## src/rtl/cms_trace_receiver_if.sv

```systemverilog
// Trace-stream bundle: AXI-Stream beat input plus unpacked head-of-FIFO output.
// master = producer/consumer side, slave = receiver.
interface cms_trace_receiver_if #(
  parameter int XLEN = 64
);
  localparam int AXI_DATA_WIDTH = XLEN + 32;

  logic                      S_AXIS_tvalid;
  logic                      S_AXIS_tready;
  logic [AXI_DATA_WIDTH-1:0] S_AXIS_tdata;
  logic                      S_AXIS_tlast;

  logic                      out_valid;
  logic                      out_ready;
  logic [XLEN-1:0]           out_pc;
  logic [31:0]               out_instr;
  logic                      out_last;

  modport master (
    output S_AXIS_tvalid, S_AXIS_tdata, S_AXIS_tlast, out_ready,
    input  S_AXIS_tready, out_valid, out_pc, out_instr, out_last
  );

  modport slave (
    input  S_AXIS_tvalid, S_AXIS_tdata, S_AXIS_tlast, out_ready,
    output S_AXIS_tready, out_valid, out_pc, out_instr, out_last
  );
endinterface

```

## src/rtl/cms_trace_receiver.sv

```systemverilog
// Trace-stream receiver: FWFT FIFO, packet-length checker, stats counters.
// Optional CMS_RX_PC_CHECK_EN adds pc_disc_count (pc != prev+4 counter).
module cms_trace_receiver #(
  parameter int XLEN           = 64,
  parameter int AXI_DATA_WIDTH = XLEN + 32,
  parameter int DEPTH          = 8
) (
  input  logic        clk,
  input  logic        rst,
  cms_trace_receiver_if.slave axis,
  input  logic [31:0] tlast_interval,
  input  logic        clear_stats,
  output logic [31:0] beat_count,
  output logic [31:0] packet_count,
  output logic        len_err,
  output logic        in_packet
`ifdef CMS_RX_PC_CHECK_EN
  ,
  output logic [31:0] pc_disc_count
`endif
);
  localparam int AW = $clog2(DEPTH);

  typedef enum logic {IDLE, RECV} state_t;

  logic [AXI_DATA_WIDTH:0] mem [DEPTH];
  logic [AW:0]             wr_ptr;
  logic [AW:0]             rd_ptr;
  logic                    full;
  logic                    empty;
  logic                    push;
  logic                    pop;
  logic [AXI_DATA_WIDTH:0] head;

  state_t      state;
  logic [31:0] beat_idx;
  logic [31:0] k;
  logic        bad;

  assign full  = (wr_ptr[AW] != rd_ptr[AW]) &&
                 (wr_ptr[AW-1:0] == rd_ptr[AW-1:0]);
  assign empty = (wr_ptr == rd_ptr);
  assign push  = axis.S_AXIS_tvalid && !full;
  assign pop   = !empty && axis.out_ready;
  assign head  = mem[rd_ptr[AW-1:0]];

  assign axis.S_AXIS_tready = !full;
  assign axis.out_valid     = !empty;
  assign axis.out_pc    = empty ? '0 : head[XLEN-1:0];
  assign axis.out_instr = empty ? '0 : head[XLEN+31:XLEN];
  assign axis.out_last  = empty ? 1'b0 : head[AXI_DATA_WIDTH];

  always_ff @(posedge clk) begin
    if (push)
      mem[wr_ptr[AW-1:0]] <= {axis.S_AXIS_tlast, axis.S_AXIS_tdata};
  end

  always_ff @(posedge clk or posedge rst) begin
    if (rst) begin
      wr_ptr <= '0;
      rd_ptr <= '0;
    end else begin
      if (push) wr_ptr <= wr_ptr + 1'b1;
      if (pop)  rd_ptr <= rd_ptr + 1'b1;
    end
  end

  // k is the 1-based index of the beat being accepted now
  assign k   = (beat_idx == '1) ? beat_idx : beat_idx + 32'd1;
  assign bad = (tlast_interval != 32'd0) &&
               (axis.S_AXIS_tlast ? (k != tlast_interval)
                                  : (k == tlast_interval));

  assign in_packet = (state == RECV);

  always_ff @(posedge clk or posedge rst) begin
    if (rst) begin
      state    <= IDLE;
      beat_idx <= '0;
    end else if (push) begin
      if (axis.S_AXIS_tlast) begin
        state    <= IDLE;
        beat_idx <= '0;
      end else begin
        state    <= RECV;
        beat_idx <= k;
      end
    end
  end

  always_ff @(posedge clk or posedge rst) begin
    if (rst) begin
      beat_count   <= '0;
      packet_count <= '0;
      len_err      <= 1'b0;
    end else if (clear_stats) begin
      beat_count   <= '0;
      packet_count <= '0;
      len_err      <= 1'b0;
    end else if (push) begin
      if (beat_count != '1)
        beat_count <= beat_count + 32'd1;
      if (axis.S_AXIS_tlast && packet_count != '1)
        packet_count <= packet_count + 32'd1;
      if (bad)
        len_err <= 1'b1;
    end
  end

`ifdef CMS_RX_PC_CHECK_EN
  logic [XLEN-1:0] prev_pc;
  logic            have_prev;
  logic [XLEN-1:0] cur_pc;

  assign cur_pc = axis.S_AXIS_tdata[XLEN-1:0];

  always_ff @(posedge clk or posedge rst) begin
    if (rst) begin
      prev_pc       <= '0;
      have_prev     <= 1'b0;
      pc_disc_count <= '0;
    end else if (clear_stats) begin
      have_prev     <= 1'b0;
      pc_disc_count <= '0;
    end else if (push) begin
      if (have_prev && cur_pc != prev_pc + XLEN'(4) &&
          pc_disc_count != '1)
        pc_disc_count <= pc_disc_count + 32'd1;
      prev_pc   <= cur_pc;
      have_prev <= 1'b1;
    end
  end
`endif
endmodule

```

## src/flat_wrapper.sv

```systemverilog
// flat-port wrapper written by rule: the top's interface ports become plain ports
module cms_trace_receiver_flat 
#(
  parameter int XLEN           = 64,
  parameter int AXI_DATA_WIDTH = XLEN + 32,
  parameter int DEPTH          = 8
)
  (clk, rst, tlast_interval, clear_stats, beat_count, packet_count, len_err, in_packet, axis_S_AXIS_tvalid, axis_S_AXIS_tdata, axis_S_AXIS_tlast, axis_out_ready, axis_S_AXIS_tready, axis_out_valid, axis_out_pc, axis_out_instr, axis_out_last);
  cms_trace_receiver_if #(.XLEN(XLEN)) axis_i ();
  input  logic clk;
  input  logic rst;
  input  logic [31:0] tlast_interval;
  input  logic clear_stats;
  output logic [31:0] beat_count;
  output logic [31:0] packet_count;
  output logic len_err;
  output logic in_packet;
  input wire logic [$bits(axis_i.S_AXIS_tvalid)-1:0] axis_S_AXIS_tvalid;
  input wire logic [$bits(axis_i.S_AXIS_tdata)-1:0] axis_S_AXIS_tdata;
  input wire logic [$bits(axis_i.S_AXIS_tlast)-1:0] axis_S_AXIS_tlast;
  input wire logic [$bits(axis_i.out_ready)-1:0] axis_out_ready;
  output wire logic [$bits(axis_i.S_AXIS_tready)-1:0] axis_S_AXIS_tready;
  output wire logic [$bits(axis_i.out_valid)-1:0] axis_out_valid;
  output wire logic [$bits(axis_i.out_pc)-1:0] axis_out_pc;
  output wire logic [$bits(axis_i.out_instr)-1:0] axis_out_instr;
  output wire logic [$bits(axis_i.out_last)-1:0] axis_out_last;
  assign axis_i.S_AXIS_tvalid = axis_S_AXIS_tvalid;
  assign axis_i.S_AXIS_tdata = axis_S_AXIS_tdata;
  assign axis_i.S_AXIS_tlast = axis_S_AXIS_tlast;
  assign axis_i.out_ready = axis_out_ready;
  assign axis_S_AXIS_tready = axis_i.S_AXIS_tready;
  assign axis_out_valid = axis_i.out_valid;
  assign axis_out_pc = axis_i.out_pc;
  assign axis_out_instr = axis_i.out_instr;
  assign axis_out_last = axis_i.out_last;
  cms_trace_receiver #(.XLEN(XLEN), .AXI_DATA_WIDTH(AXI_DATA_WIDTH), .DEPTH(DEPTH)) u_core (.clk(clk), .rst(rst), .axis(axis_i), .tlast_interval(tlast_interval), .clear_stats(clear_stats), .beat_count(beat_count), .packet_count(packet_count), .len_err(len_err), .in_packet(in_packet));
endmodule
```

## config.mk

```make
export PLATFORM = sky130hd
export DESIGN_NAME = cms_trace_receiver_flat
export DESIGN_NICKNAME = d
export VERILOG_FILES = /design/src/rtl/cms_trace_receiver_if.sv /design/src/rtl/cms_trace_receiver.sv /design/src/flat_wrapper.sv
export SDC_FILE = /design/constraint.sdc
export NUM_CORES = 1
export LEC_CHECK = 0
export ABC_AREA = 1
export BUFFER_PORTS_ARGS = -buffer_cell sky130_fd_sc_hd__buf_2
export CAP_MARGIN = 20
export CORE_ASPECT_RATIO = 0.5
export CORE_MARGIN = 2
export CORE_UTILIZATION = 40
export CTS_BUF_LIST = sky130_fd_sc_hd__clkbuf_4
export CTS_CLUSTER_SIZE = 8
export DETAILED_ROUTE_END_ITERATION = 7
export PLACE_DENSITY_LB_ADDON = 0.05
export SLEW_MARGIN = 20
export SYNTH_ARGS = -nofsm -noshare
export SYNTH_HDL_FRONTEND = slang
export SYNTH_SLANG_ARGS = --single-unit
```

## constraint.sdc

```tcl
create_clock -name clk -period 6.7 [get_ports clk]
set_clock_uncertainty 0.2 [all_clocks]
set_input_delay 0.67 -clock clk [delete_from_list [all_inputs] [get_ports clk]]
set_output_delay 0.67 -clock clk [all_outputs]
set_load 0.02 [all_outputs]
```

==> metrics.md <==
| Metric | Value |
|---|---|
| Run status | finished, final reports clean |
| Post-route antenna net violation count | 0 |
| Leading cell type in the layout, fill and taps excluded | sky130_fd_sc_hd__edfxtp_1 |
| Slew Limit Headroom | 29.5% |
| Clock-pin slew reported for the worst setup and hold paths after clock tree synthesis | 0.07 ns |
| TritonCTS Sinks | 882 |
| Total Die Area | 95300 sq um |
| Vias in the first global route | 26169 |
| Max Buffers Root-to-Sink | 3 |
| Final cell count without fillers | 5158 |
| Post-route DRC violation count | 0 |
| Hold-critical path depth | 2 |
| Power density over the cells | 415 nW/um^2 |
| Capture instance of the worst register-to-register path | u_core.mem[5][35]$_DFFE_PP_ |
| Crit-path leading delay family | buffers and inverters |
| Total Neg Setup Slack | 0 ns |
| Std cell rows | 78 |
| Post-detailed-placement cell area | 39900 sq um |
| Initial standard-cell utilization of the core | 40.6% |
| Post-CTS Setup Inserts | 0 |
| Synthesized cell area | 37100 sq um |
| Worst-case setup slack after placement | 2.04 ns |
| Global-route usage over all layers | 21.3% |
| Worst Setup Path Type | flip-flop to output port |
| Fill cells | 8581 |
| Total number of vias | 26586 |
| Worst r2r path cells | 9 |
| Commonest cells after routing, fill and taps aside | 776 x sky130_fd_sc_hd__edfxtp_1, 710 x sky130_fd_sc_hd__nor2_1, 539 x sky130_fd_sc_hd__o21ai_0, 345 x sky130_fd_sc_hd__nand2_1, 298 x sky130_fd_sc_hd__buf_2 |
| Count of port buffers added during placement | 298 |
| Synthesis-stage register bit count | 882 |
| Worst min-delay path category | primary input to flip-flop |
| WP data arrival | 4.71 ns |
| Met2 wirelength from detailed routing | 47500 um |
| Fin crit share | 83.3% |
| Final number of max-transition violations | 0 |
| TritonCTS clock tree | done |
| Final hold vios | 0 |
| Clk_lat worst skew | 1.11 ns |
| Largest net degree at the start of global routing | 207 |
| Max Cap Viol | 0 |
| Area growth from synthesis to layout | 17.6% |
| Worst hold start | axis_S_AXIS_tdata[67] |
| Routed WL | 102000 um |
| Post-route standard cell area excluding fillers | 43600 sq um |
| RSZ-0062 raised after global routing | no |
| WL met1 | 47900 um |
| Die height | 219 um |
| Number of buffers created by CTS | 204 |
| Critical Path Most Common Cell | sky130_fd_sc_hd__o21ai_0 |
| Synthesized net count | 3447 |
| Yosys cell types | 45 |
| Antenna violations before repair | 6 |
| Global-route wire length before repair | 155000 um |
| Buffer cell driving the clock tree root | sky130_fd_sc_hd__clkbuf_4 |
| Top sig layer | met5 |
| Final setup vio count | 0 |
| Routed wl met3 | 4500 um |
| Share of the yosys chip area belonging to registers | 70.0% |
| Required time of the critical path | 5.83 ns |
| Global placement routability congestion | 0.847 |
| Worst Tran Pin Value | 1.06 ns |
| Worst Path Buf+Inv | 3 |
| Minimum clock period | 5.58 ns |
| Highest Clock Rate | 179 MHz |
| Worst hold slack across all endpoints | 0.153 ns |
| CP endpoint kind | output port |
| Cell-by-cell trace of the critical path | buf_12 -> buf_4 -> o21ai_0 -> o22ai_1 -> o21ai_0 -> a31oi_1 -> buf_2 |
| Overall Power | 18.1 mW |
| Total number of nets in the final design | 3911 |
| Total of warnings raised by yosys | 0 |
| Post-detailed-placement half-perimeter wirelength | 52200 um |
| DIE WIDTH | 435 um |
| Number of DRC violations after detailed-routing iteration 0 | 1910 |
| Number of cells upsized or downsized after cts | 0 |
| Final standard cell utilization of the core | 47.8% |
| FF-to-FF setup slack | 2.12 ns |
| Maximum fanout along the worst path | 206 |
| CP startpoint kind | flip-flop |
| Worst hold endpoint | u_core.mem[5][67]$_DFFE_PP_ |
| Static power due to leakage | 15.7 nW |
| Worst setup margin | 1.12 ns |
| Worst supply voltage drop on vdd | 328 uV |
| Post-Syn Area per Cell | 11.2 sq um |
| Drt wl/cell | 19.7 um |
| Area inside the core boundary | 91300 sq um |
| Cells after DPL | 4690 |
| Synthesized instance count | 3308 |
| First drt pass iteration count | 5 |
| I/O Pins | 299 |
| CTS H-tree depth | 4 |
| Drt via density | 5.15 |
| Crit-path max cell delay | 0.82 ns |
| Origin of the critical flop-to-flop path | u_core.rd_ptr[1]$_DFFE_PP0P_ |
| Cell with the largest stage delay on the worst path | sky130_fd_sc_hd__buf_4 |
| Layout cells sized above 1 | 17.3% |
| Congestion Overflow GR | 0 |
| Count of hold-fix buffers inserted at cts | 116 |
| Worst setup path startpoint | u_core.rd_ptr[0]$_DFFE_PP0P_ |
[power by group]
group / switching, mW / internal, mW / total (mW)
Clock: 2.18 / 2.16 / 4.34
Combinational: 4.80 / 1.86 / 6.66
Sequential: 0.266 / 6.82 / 7.09
Total: 7.25 / 10.8 / 18.1
[flip-flops by register name, indices dropped and copies added, names as in the netlist]
signal	count
u_core.beat_count	32
u_core.len_err	1
u_core.rd_ptr	4
u_core.wr_ptr	4
u_core.in_packet	1
u_core.packet_count	32
u_core.beat_idx	32
u_core.mem	776
[final cells by class]
cell class                      count  area, sq um  area share, %
Inverter                          136          532           1.22
Tap cell                         1240         1550           3.56
Multi-Input combinational cell   2105         9930           22.8
Sequential cell                   882        26000           59.6
Clock buffer                      296         2220           5.10
Timing Repair Buffer              443         3060           7.02
Antenna cell                       14         35.0         0.0804
Clock inverter                     42          289          0.663
[synthesized netlist by cell type (all sizes together)]
| library cell | count | area share, % |
|---|---|---|
| edfxtp | 776 | 63 |
| nor2 | 724 | 7.4 |
| o21ai | 539 | 7.3 |
| nand2 | 348 | 3.6 |
| clkbuf | 160 | 1.6 |
| inv | 135 | 1.4 |
| o22ai | 107 | 1.8 |
| dfrtp | 106 | 7.2 |
| nand3 | 104 | 1.5 |
| a31oi | 99 | 1.7 |
| nor3 | 37 | 0.54 |
| a21oi | 29 | 0.40 |
| nand4 | 28 | 0.47 |
| buf | 25 | 0.35 |
| xor2 | 25 | 0.59 |
| nor4 | 17 | 0.30 |
| o31ai | 8 | 0.16 |
| xnor2 | 8 | 0.19 |
| and3 | 5 | 0.084 |
| ha | 5 | 0.17 |
| nand3b | 5 | 0.10 |
| o21a | 4 | 0.081 |
| nor3b | 3 | 0.061 |
| a211oi | 2 | 0.040 |
| a41oi | 2 | 0.047 |
| or2 | 2 | 0.034 |
| a221oi | 1 | 0.024 |
| clkinv | 1 | 0.010 |
| o211a | 1 | 0.027 |
| o21bai | 1 | 0.020 |
| o221a | 1 | 0.030 |
[worst register-to-register path: stages, from the launching register on]
cell and delay, ns:
sky130_fd_sc_hd__dfrtp_4 0.89, sky130_fd_sc_hd__xnor2_1 0.12, sky130_fd_sc_hd__nand2_1 0.11, sky130_fd_sc_hd__nor2_1 0.04
sky130_fd_sc_hd__nand2_1 0.09, sky130_fd_sc_hd__nand2_1 0.26, sky130_fd_sc_hd__inv_2 0.75, sky130_fd_sc_hd__nand2_1 0.45
sky130_fd_sc_hd__nor2_4 0.72, sky130_fd_sc_hd__buf_12 0.51
[logic make-up (layout without fill, tap and decap cells)]
family                   count (synthesis)  count (layout)  synth area share [%]
AO/OA/AOI/OAI                          794             794                  11.6
XOR/XNOR                                33              33                 0.780
flip-flops                             882             882                  70.0
other                                    0              14                     0
buffers and inverters                  321             917                  3.35
adder cells (fa/ha/maj)                  5               5                 0.169
AND/OR/NAND/NOR                       1273            1273                  14.1
[how the worst max path moves through the flow]
stage | to | slack (ns) | depth (start not counted)
after floorplan | u_core.mem[0][0]$_DFFE_PP_ | 0.51 | 8
after global placement | u_core.mem[5][9]$_DFFE_PP_ | 2.04 | 9
after detailed placement | u_core.mem[5][9]$_DFFE_PP_ | 2.04 | 9
after CTS | axis_out_instr[30] | 1.02 | 7
after global routing | axis_out_instr[30] | 0.76 | 7
final | axis_out_instr[30] | 1.12 | 7
[per-layer routing]
metal / track usage (%) / vias to the layer above
li1: - / 12864
met4: 7.31 / 2
met2: 34.0 / 560
met1: 29.4 / 13008
met5: 0 / -
met3: 3.98 / 152
No activity file was read; power rests on OpenSTA's default activity.
